## config.mk

```make
export PLATFORM = sky130hd
export DESIGN_NAME = writeback_arbiter
export DESIGN_NICKNAME = d
export VERILOG_FILES = /design/src/rtl/writeback_arbiter.sv
export SDC_FILE = /design/constraint.sdc
export NUM_CORES = 1
export LEC_CHECK = 0
export ABC_AREA = 0
export CORE_MARGIN = 1
export CORE_UTILIZATION = 45
export DETAILED_ROUTE_END_ITERATION = 7
export DONT_BUFFER_PORTS = 1
export SLEW_MARGIN = 10
export SYNTH_ARGS = -nofsm -noshare
export SYNTH_HDL_FRONTEND = slang
export SYNTH_SLANG_ARGS = --single-unit
```

## constraint.sdc

```tcl
create_clock -name CLK -period 8.1 [get_ports CLK]
set_clock_uncertainty 0.1 [all_clocks]
set_input_delay 0.81 -clock CLK [delete_from_list [all_inputs] [get_ports CLK]]
set_output_delay 0.81 -clock CLK [all_outputs]
set_load 0.01 [all_outputs]
```

## src/rtl/writeback_arbiter.sv

```systemverilog
// Writeback stage feeding the register-file write port: merges ALU results with
// FIFO-buffered load responses into one registered write per cycle, plus a load-pending scoreboard.
module writeback_arbiter #(
    parameter int LQ_DEPTH = 2
) (
    input  logic        CLK,
    input  logic        reset,
    input  logic        alu_valid,
    input  logic [4:0]  alu_rd,
    input  logic [31:0] alu_data,
    output logic        alu_ready,
    input  logic        ld_valid,
    input  logic [4:0]  ld_rd,
    input  logic [31:0] ld_data,
    output logic        ld_ready,
    input  logic        iss_valid,
    input  logic        iss_is_load,
    input  logic [4:0]  iss_rd,
    output logic [4:0]  rd,
    output logic        wr,
    output logic [31:0] Din,
    output logic [31:0] ld_busy
);

    localparam int AW = (LQ_DEPTH > 1) ? $clog2(LQ_DEPTH) : 1;
    localparam logic [AW:0] FULL_CNT = (AW+1)'(LQ_DEPTH);

    logic [4:0]    lq_rd_q   [LQ_DEPTH];
    logic [31:0]   lq_data_q [LQ_DEPTH];
    logic [AW-1:0] wptr_q, rptr_q;
    logic [AW:0]   cnt_q, cnt_d;
    logic          full, empty, push, pop, alu_win, any_win;
    logic [4:0]    head_rd, win_rd;
    logic [31:0]   head_data, win_data;
    logic [4:0]    rd_q;
    logic          wr_q;
    logic [31:0]   din_q;
    logic [31:0]   busy_q, busy_d;

    // Arbitration: a full queue forces the load head through so loads cannot starve.
    always_comb begin
        full      = (cnt_q == FULL_CNT);
        empty     = (cnt_q == '0);
        push      = ld_valid && !full;
        pop       = full || (!alu_valid && !empty);
        alu_win   = !full && alu_valid;
        any_win   = pop || alu_win;
        head_rd   = lq_rd_q[rptr_q];
        head_data = lq_data_q[rptr_q];
        win_rd    = pop ? head_rd : alu_rd;
        win_data  = pop ? head_data : alu_data;
    end

    always_comb begin
        cnt_d = cnt_q;
        if (push && !pop) begin
            cnt_d = cnt_q + (AW+1)'(1);
        end else if (pop && !push) begin
            cnt_d = cnt_q - (AW+1)'(1);
        end
    end

    // Clear is applied before set so a same-cycle reissue to the popping register stays pending.
    always_comb begin
        busy_d = busy_q;
        if (pop) begin
            busy_d[head_rd] = 1'b0;
        end
        if (iss_valid && iss_is_load && (iss_rd != 5'd0)) begin
            busy_d[iss_rd] = 1'b1;
        end
        busy_d[0] = 1'b0;
    end

    always_ff @(posedge CLK) begin
        if (push) begin
            lq_rd_q[wptr_q]   <= ld_rd;
            lq_data_q[wptr_q] <= ld_data;
        end
    end

    always_ff @(posedge CLK or negedge reset) begin
        if (!reset) begin
            wptr_q <= '0;
            rptr_q <= '0;
            cnt_q  <= '0;
            busy_q <= '0;
            rd_q   <= '0;
            wr_q   <= 1'b0;
            din_q  <= '0;
        end else begin
            if (push) begin
                wptr_q <= wptr_q + AW'(1);
            end
            if (pop) begin
                rptr_q <= rptr_q + AW'(1);
            end
            cnt_q  <= cnt_d;
            busy_q <= busy_d;
            wr_q   <= any_win && (win_rd != 5'd0);
            if (any_win) begin
                rd_q  <= win_rd;
                din_q <= win_data;
            end
        end
    end

    assign alu_ready = !full;
    assign ld_ready  = !full;
    assign rd        = rd_q;
    assign wr        = wr_q;
    assign Din       = din_q;
    assign ld_busy   = busy_q;

endmodule

```

* Yosys cells after proc, flatten, opt, wreduce, memory -nomap -nowiden
Memories as Yosys holds them, arrays and structs flattened. Index checks and enable logic that the tools add are counted.
Word-level totals: bits in latches 0, output and inout port bits 72, memories 2, input port bits 85, memory bits (read-only) 0, logic and storage cells 54, register bits after elaboration 73, memory bits (writable) 74
Memory list:
- lq_data_q | words 2, bits a word 32, rd ports 1, clocked after memory_dff 0, wr ports 1, line 29 | logic [31:0] lq_data_q [LQ_DEPTH];
- lq_rd_q | words 2, bits a word 5, rd ports 1, clocked after memory_dff 0, wr ports 1, line 28 | logic [4:0] lq_rd_q [LQ_DEPTH];
Cells by class: bitwise logic cells 3, shifts and indexed selects 0, muxes and demuxes 12, divide/modulo/power cells 0, reduce and logical (&&, ||, !) cells 21, magnitude comparators 4, add/subtract/negate cells 4, multiply operators 0, eq/ne operators 1
Operators by type and width (count):
- 32-bit 2-to-1 mux | 3
- 32-bit AND | 1
- 32-bit inverter | 1
- 32-bit OR | 1
- 5-bit by 6-bit less-than comparator with 1-bit output (second input constant) | 2
- 1-bit demux with 5-bit select | 2
- 5-bit by 1-bit greater-or-equal comparator with 1-bit output (second input constant) | 2
- 1-bit logical AND | 10
- 5-bit nonzero test | 2
- 1-bit zero test | 5
- 5-bit 2-to-1 mux | 1
- 1-bit 2-to-1 mux | 4
- 2-bit 2-to-1 mux | 2
- 1-bit adder (second input constant) | 2
- 2-bit by 1-bit adder with 2-bit output (second input constant) | 1
- 2-bit == test (second input constant) | 1
- 2-bit zero test | 1
- 1-bit logical OR | 2
- 2-bit nonzero test | 1
- 2-bit by 1-bit subtractor with 2-bit output (second input constant) | 1

* Depth between registers and ports, before layout
An unclocked memory read counts as a cell.
depth in word-level cells 10, mapped depth 9

* Least setup slack after synthesis
OpenSTA, ideal clock, no wires.
kind register to register, start register cnt_q[1], end memory lq_data_q[0][0], enable pin, arrival 2557 ps, setup slack 5011 ps, clock period less this slack 3089 ps, cell stages (with the launch flop) 6, cell sequence dfrtp_1 -> nor2b_2 -> buf_2 -> inv_1 -> nand2_1 -> nor2_1
Between the ends: cells in the longest elaborated chain, start to end 5
Ends and longest elaborated chain:
- from (decl) | line 31 | logic [AW:0] cnt_q, cnt_d;
- from (signal assigned) | line 98 | cnt_q <= cnt_d;
- 2-bit == test | line 42 | full = (cnt_q == FULL_CNT);
- 1-bit zero test
- named net alu_ready | line 11 | output logic alu_ready,
- 1-bit logical AND | line 44 | push = ld_valid && !full;
- 1-bit 2-to-1 mux | line 76 | if (push) begin
- 1-bit 2-to-1 mux (implied by the code) | line 78 | lq_data_q[wptr_q] <= ld_data;
- to (decl) | line 29
The timed path passes the listed nets, and every way through them passes these cells.

* Worst setup path after layout
start register cnt_q[0], end output ld_ready
Between the ends: cells in the longest elaborated chain, start to end 2
Ends and longest elaborated chain:
- 2-bit == test | line 42
- 1-bit zero test
- to (decl) | line 15 | output logic ld_ready,
Every way passes these cells.

==> summary.txt <==
Run status
  – Status: finished, final reports clean

Clock network
  – Clock Sink Count: 147
  – Postcts setup bufs: 0
  – CTS tree: yes
  – Clk slew on worst S/H paths: 0.06 ns
  – Root buf cell: clkbuf_16
  – Clk buf depth: 2
  – Resized cells post-CTS: 0
  – CTS Hold Buffers Added: 1
  – Htree depth: 4
  – Clock buffer count from CTS: 17
  – Clk_lat worst skew: 0.42 ns

Power and ir drop
  – LEAKAGE: 2.687 nW
  – Sequential share of power: 46.4%
  – Clock share of power: between 20 and 30%
  – Power Density: approximately 420 nW/um^2
  – Internal cell power: 1.888 mW
  – Switch share: a little over a third
  – Worst IR Drop VDD: 0.2171 mV
  – Comb pwr share: between 20% and 30%
  – Total power: 2.906 mW
  – Net Sw Power: 1.018 mW

Placement
  – Dpl cells: between 600 and 700
  – Port Buffers: 0
  – Final HPWL DP: between 9000 and 10,000 um
  – Final RePlAce weighted congestion: 0.8013
  – Placed inst area: 6302 um^2
  – Pre-CTS WS: 5.214 ns

Global route
  – Grt ovf: 0
  – Initial antenna violation count: 0
  – First-pass GRT wire length: 21,890 um
  – Gr usage total: 20.64%
  – Largest net degree at the start of global routing: 74
  – Vias in the first global route: 3,961

Worst setup path
  – Crit-path cells: nor2b_4, inv_1
  – Worst r2r path cells: 7
  – Crit-path slowest cell: nor2b_4
  – WP data required: 7.19 ns
  – Reg-to-reg setup timing slack: 5.35 ns
  – CP Capture Type: primary output
  – Worst R2R End: cnt_q[1]
  – R2R Path Start: cnt_q[0]
  – Crit Path Category: flip-flop to primary output
  – Buf/Inv on CP: 1
  – Worst Setup Start Kind: flip-flop
  – Worst-path maximum fanout: 42
  – Worst path top cell family by delay: simple AND/OR/NAND/NOR gates
  – Worst EP arrival: 1.97 ns
  – Max incr delay on CP: approximately 0.72 ns
  – Worst Setup SP: cnt_q[0]

Final layout
  – Non-filler cells, final: 707
  – Area growth syn-to-layout: 12.39%
  – Final instance area: 6978 um^2
  – Layout Nets: 604
  – Diode count: 0
  – Layout fillers: 1,159
  – Proportion of layout cells with a drive suffix above 1: 11.49%

Logic synthesis
  – Cell area after synthesis: 6208 um^2
  – Syn_nets: 609
  – Post-Synthesis Cells: 523
  – Netlist cell types: 42
  – Post-synthesis register bit count: roughly 150
  – Register area share after synthesis: between 60 and 70%
  – Avg Cell Area, Syn: 11.87 um^2
  – Top FF cell, synth: edfxtp_1
  – Async SR Flop Fraction: between 40% and 50%
  – Post-synth EDFFs: 74
  – Yosys warnings: 0

Floorplan
  – Die width: 119.5 um
  – # rows: 42
  – Die Y: 119.5 um
  – Ports: 157
  – Full die area: ~14,000 um^2
  – Initial Util: 46.51%
  – Placeable Area: approximately 13,000 um^2

Timing
  – RSZ-0062 raised after global routing: no
  – Worst Max-Slew Pin Slew: 1.176 ns
  – Final Worst Setup Slack: around 5.2 ns
  – Setup_tns: 0 ns
  – Final Cycle Share: 35.56%
  – F_max: 347.2 MHz
  – Period minus WS final: between 2 and 3 ns
  – Pins over their slew limit: 0
  – Relative slew margins: 21.41%
  – Hold Violations, Final: 0
  – Final setup vio count: 0

Worst hold path
  – Tightest Hold Check Type: input pin to async pin

Drt
  – Router iterations before antenna repair: 4
  – 1st-iter DRT viols: approximately 160
  – Routed Antenna Nets: 0
  – Vias: 3,921
  – WL per Instance: 19.59 um
  – Via/cell ratio: 5.546
  – # DRC: 0
  – Total Wirelength: 13,850 um

Flow run
  – Max-capacitance violation count: 0
## area by class of cell
type / instances / area (um^2) / share of cell area (%)
Multi-Input combinational cell: 343 / 1978 / 28.35
Clock buffer: 19 / 442.9 / 6.348
Inverter: 5 / 31.28 / 0.4483
Sequential cell: 147 / 4050 / 58.04
Timing Repair Buffer: 4 / 50.05 / 0.7172
Tap cell: 176 / 220.2 / 3.156
Clock inverter: 13 / 205.2 / 2.941
## stage by stage
step	hold slack, ns	utilization, %
after floorplan	0.3558	-
after global placement	0.3995	47.22
after detailed placement	0.4111	47.22
after CTS	0.1878	52.28
after global routing	0.2068	52.28
final	0.1901	52.28
## worst max path at each step
stage / endpoint / depth (start not counted) / slack, ns
finish: ld_ready / 2 / 5.22
global route: ld_ready / 2 / 5.03
CTS: ld_ready / 2 / 5.15
detailed placement: cnt_q[1] / 7 / 5.21
global placement: cnt_q[1] / 7 / 5.25
floorplan: lq_data_q[0][0] / 5 / 5.01
## layout by cell type (no fill, tap or decap), types with 2 or more instances in the layout
| master | instances |
|---|---|
| o21ai_0 | 115 |
| o21ai_2 | 9 |
| nand2_1 | 103 |
| edfxtp_1 | 74 |
| o211ai_2 | 4 |
| xor2_1 | 2 |
| nor3b_1 | 3 |
| mux2i_1 | 34 |
| clkbuf_16 | 17 |
| a21oi_1 | 2 |
| a32oi_1 | 4 |
| mux2_2 | 2 |
| inv_6 | 2 |
| dfrtp_1 | 72 |
| bufinv_16 | 5 |
| buf_4 | 3 |
| inv_1 | 4 |
| clkinvlp_4 | 4 |
| nor3_1 | 7 |
| nor2_1 | 10 |
| clkinv_1 | 2 |
| xnor2_1 | 3 |
| nor2b_1 | 6 |
| a22oi_1 | 3 |
| o21ai_1 | 15 |
## sequential cells by signal (all words and copies together), names as in the netlist
name	cells
Din	32
cnt_q	2
ld_busy	31
lq_data_q	64
lq_rd_q	10
rd	5
rptr_q	1
wptr_q	1
wr	1
## cell usage after synthesis (all sizes together), types with 2 or more instances
cell type  count  share of area (%)
and3           2               0.20
dfrtp         73                 29
xnor2          3               0.42
mux2           2               0.36
mux2i         36                6.1
nor3b          3               0.36
nor3           8               0.64
nand2        103                6.2
nor2          12               0.77
xor2           2               0.28
buf           17                2.1
clkbuf        11               0.67
a32oi          4               0.56
inv            4               0.24
o21ai        139                 12
a22oi          3               0.36
edfxtp        74                 36
o211ai         4               0.81
nor2b          7               0.75
a21oi          2               0.16
## power groups by stage
stage               Sequential (mW)  Clock [mW]  Combinational, mW
floorplan                      1.28           0              0.610
global placement               1.36           0              0.681
detailed placement             1.37           0              0.703
CTS                            1.35       0.873              0.712
global route                   1.38       0.901              0.802
finish                         1.35       0.858              0.700
## kinds of logic (layout without fill, tap and decap cells)
kind of cell	Yosys count	count (layout)	share of synthesized area, %
AO/OA/AOI/OAI	157	157	14.45
flip-flops	147	147	65.22
AND/OR/NAND/NOR	141	141	9.714
multiplexers	38	38	6.429
buffers and inverters	33	41	3.224
XOR/XNOR	5	5	0.7055
adder cells (fa/ha/maj)	1	1	0.2015
other	1	1	0.06040
## routing by layer
| layer | track usage [%] | up-vias | share of wire (%) |
|---|---|---|---|
| met2 | 32.55 | 140 | 48 |
| li1 | - | 1856 | - |
| met5 | 0 | - | 0 |
| met4 | 8.828 | 0 | 1.9 |
| met1 | 24.45 | 1905 | 41 |
| met3 | 9.100 | 20 | 9.3 |
No activity file was read; power rests on OpenSTA's default activity.
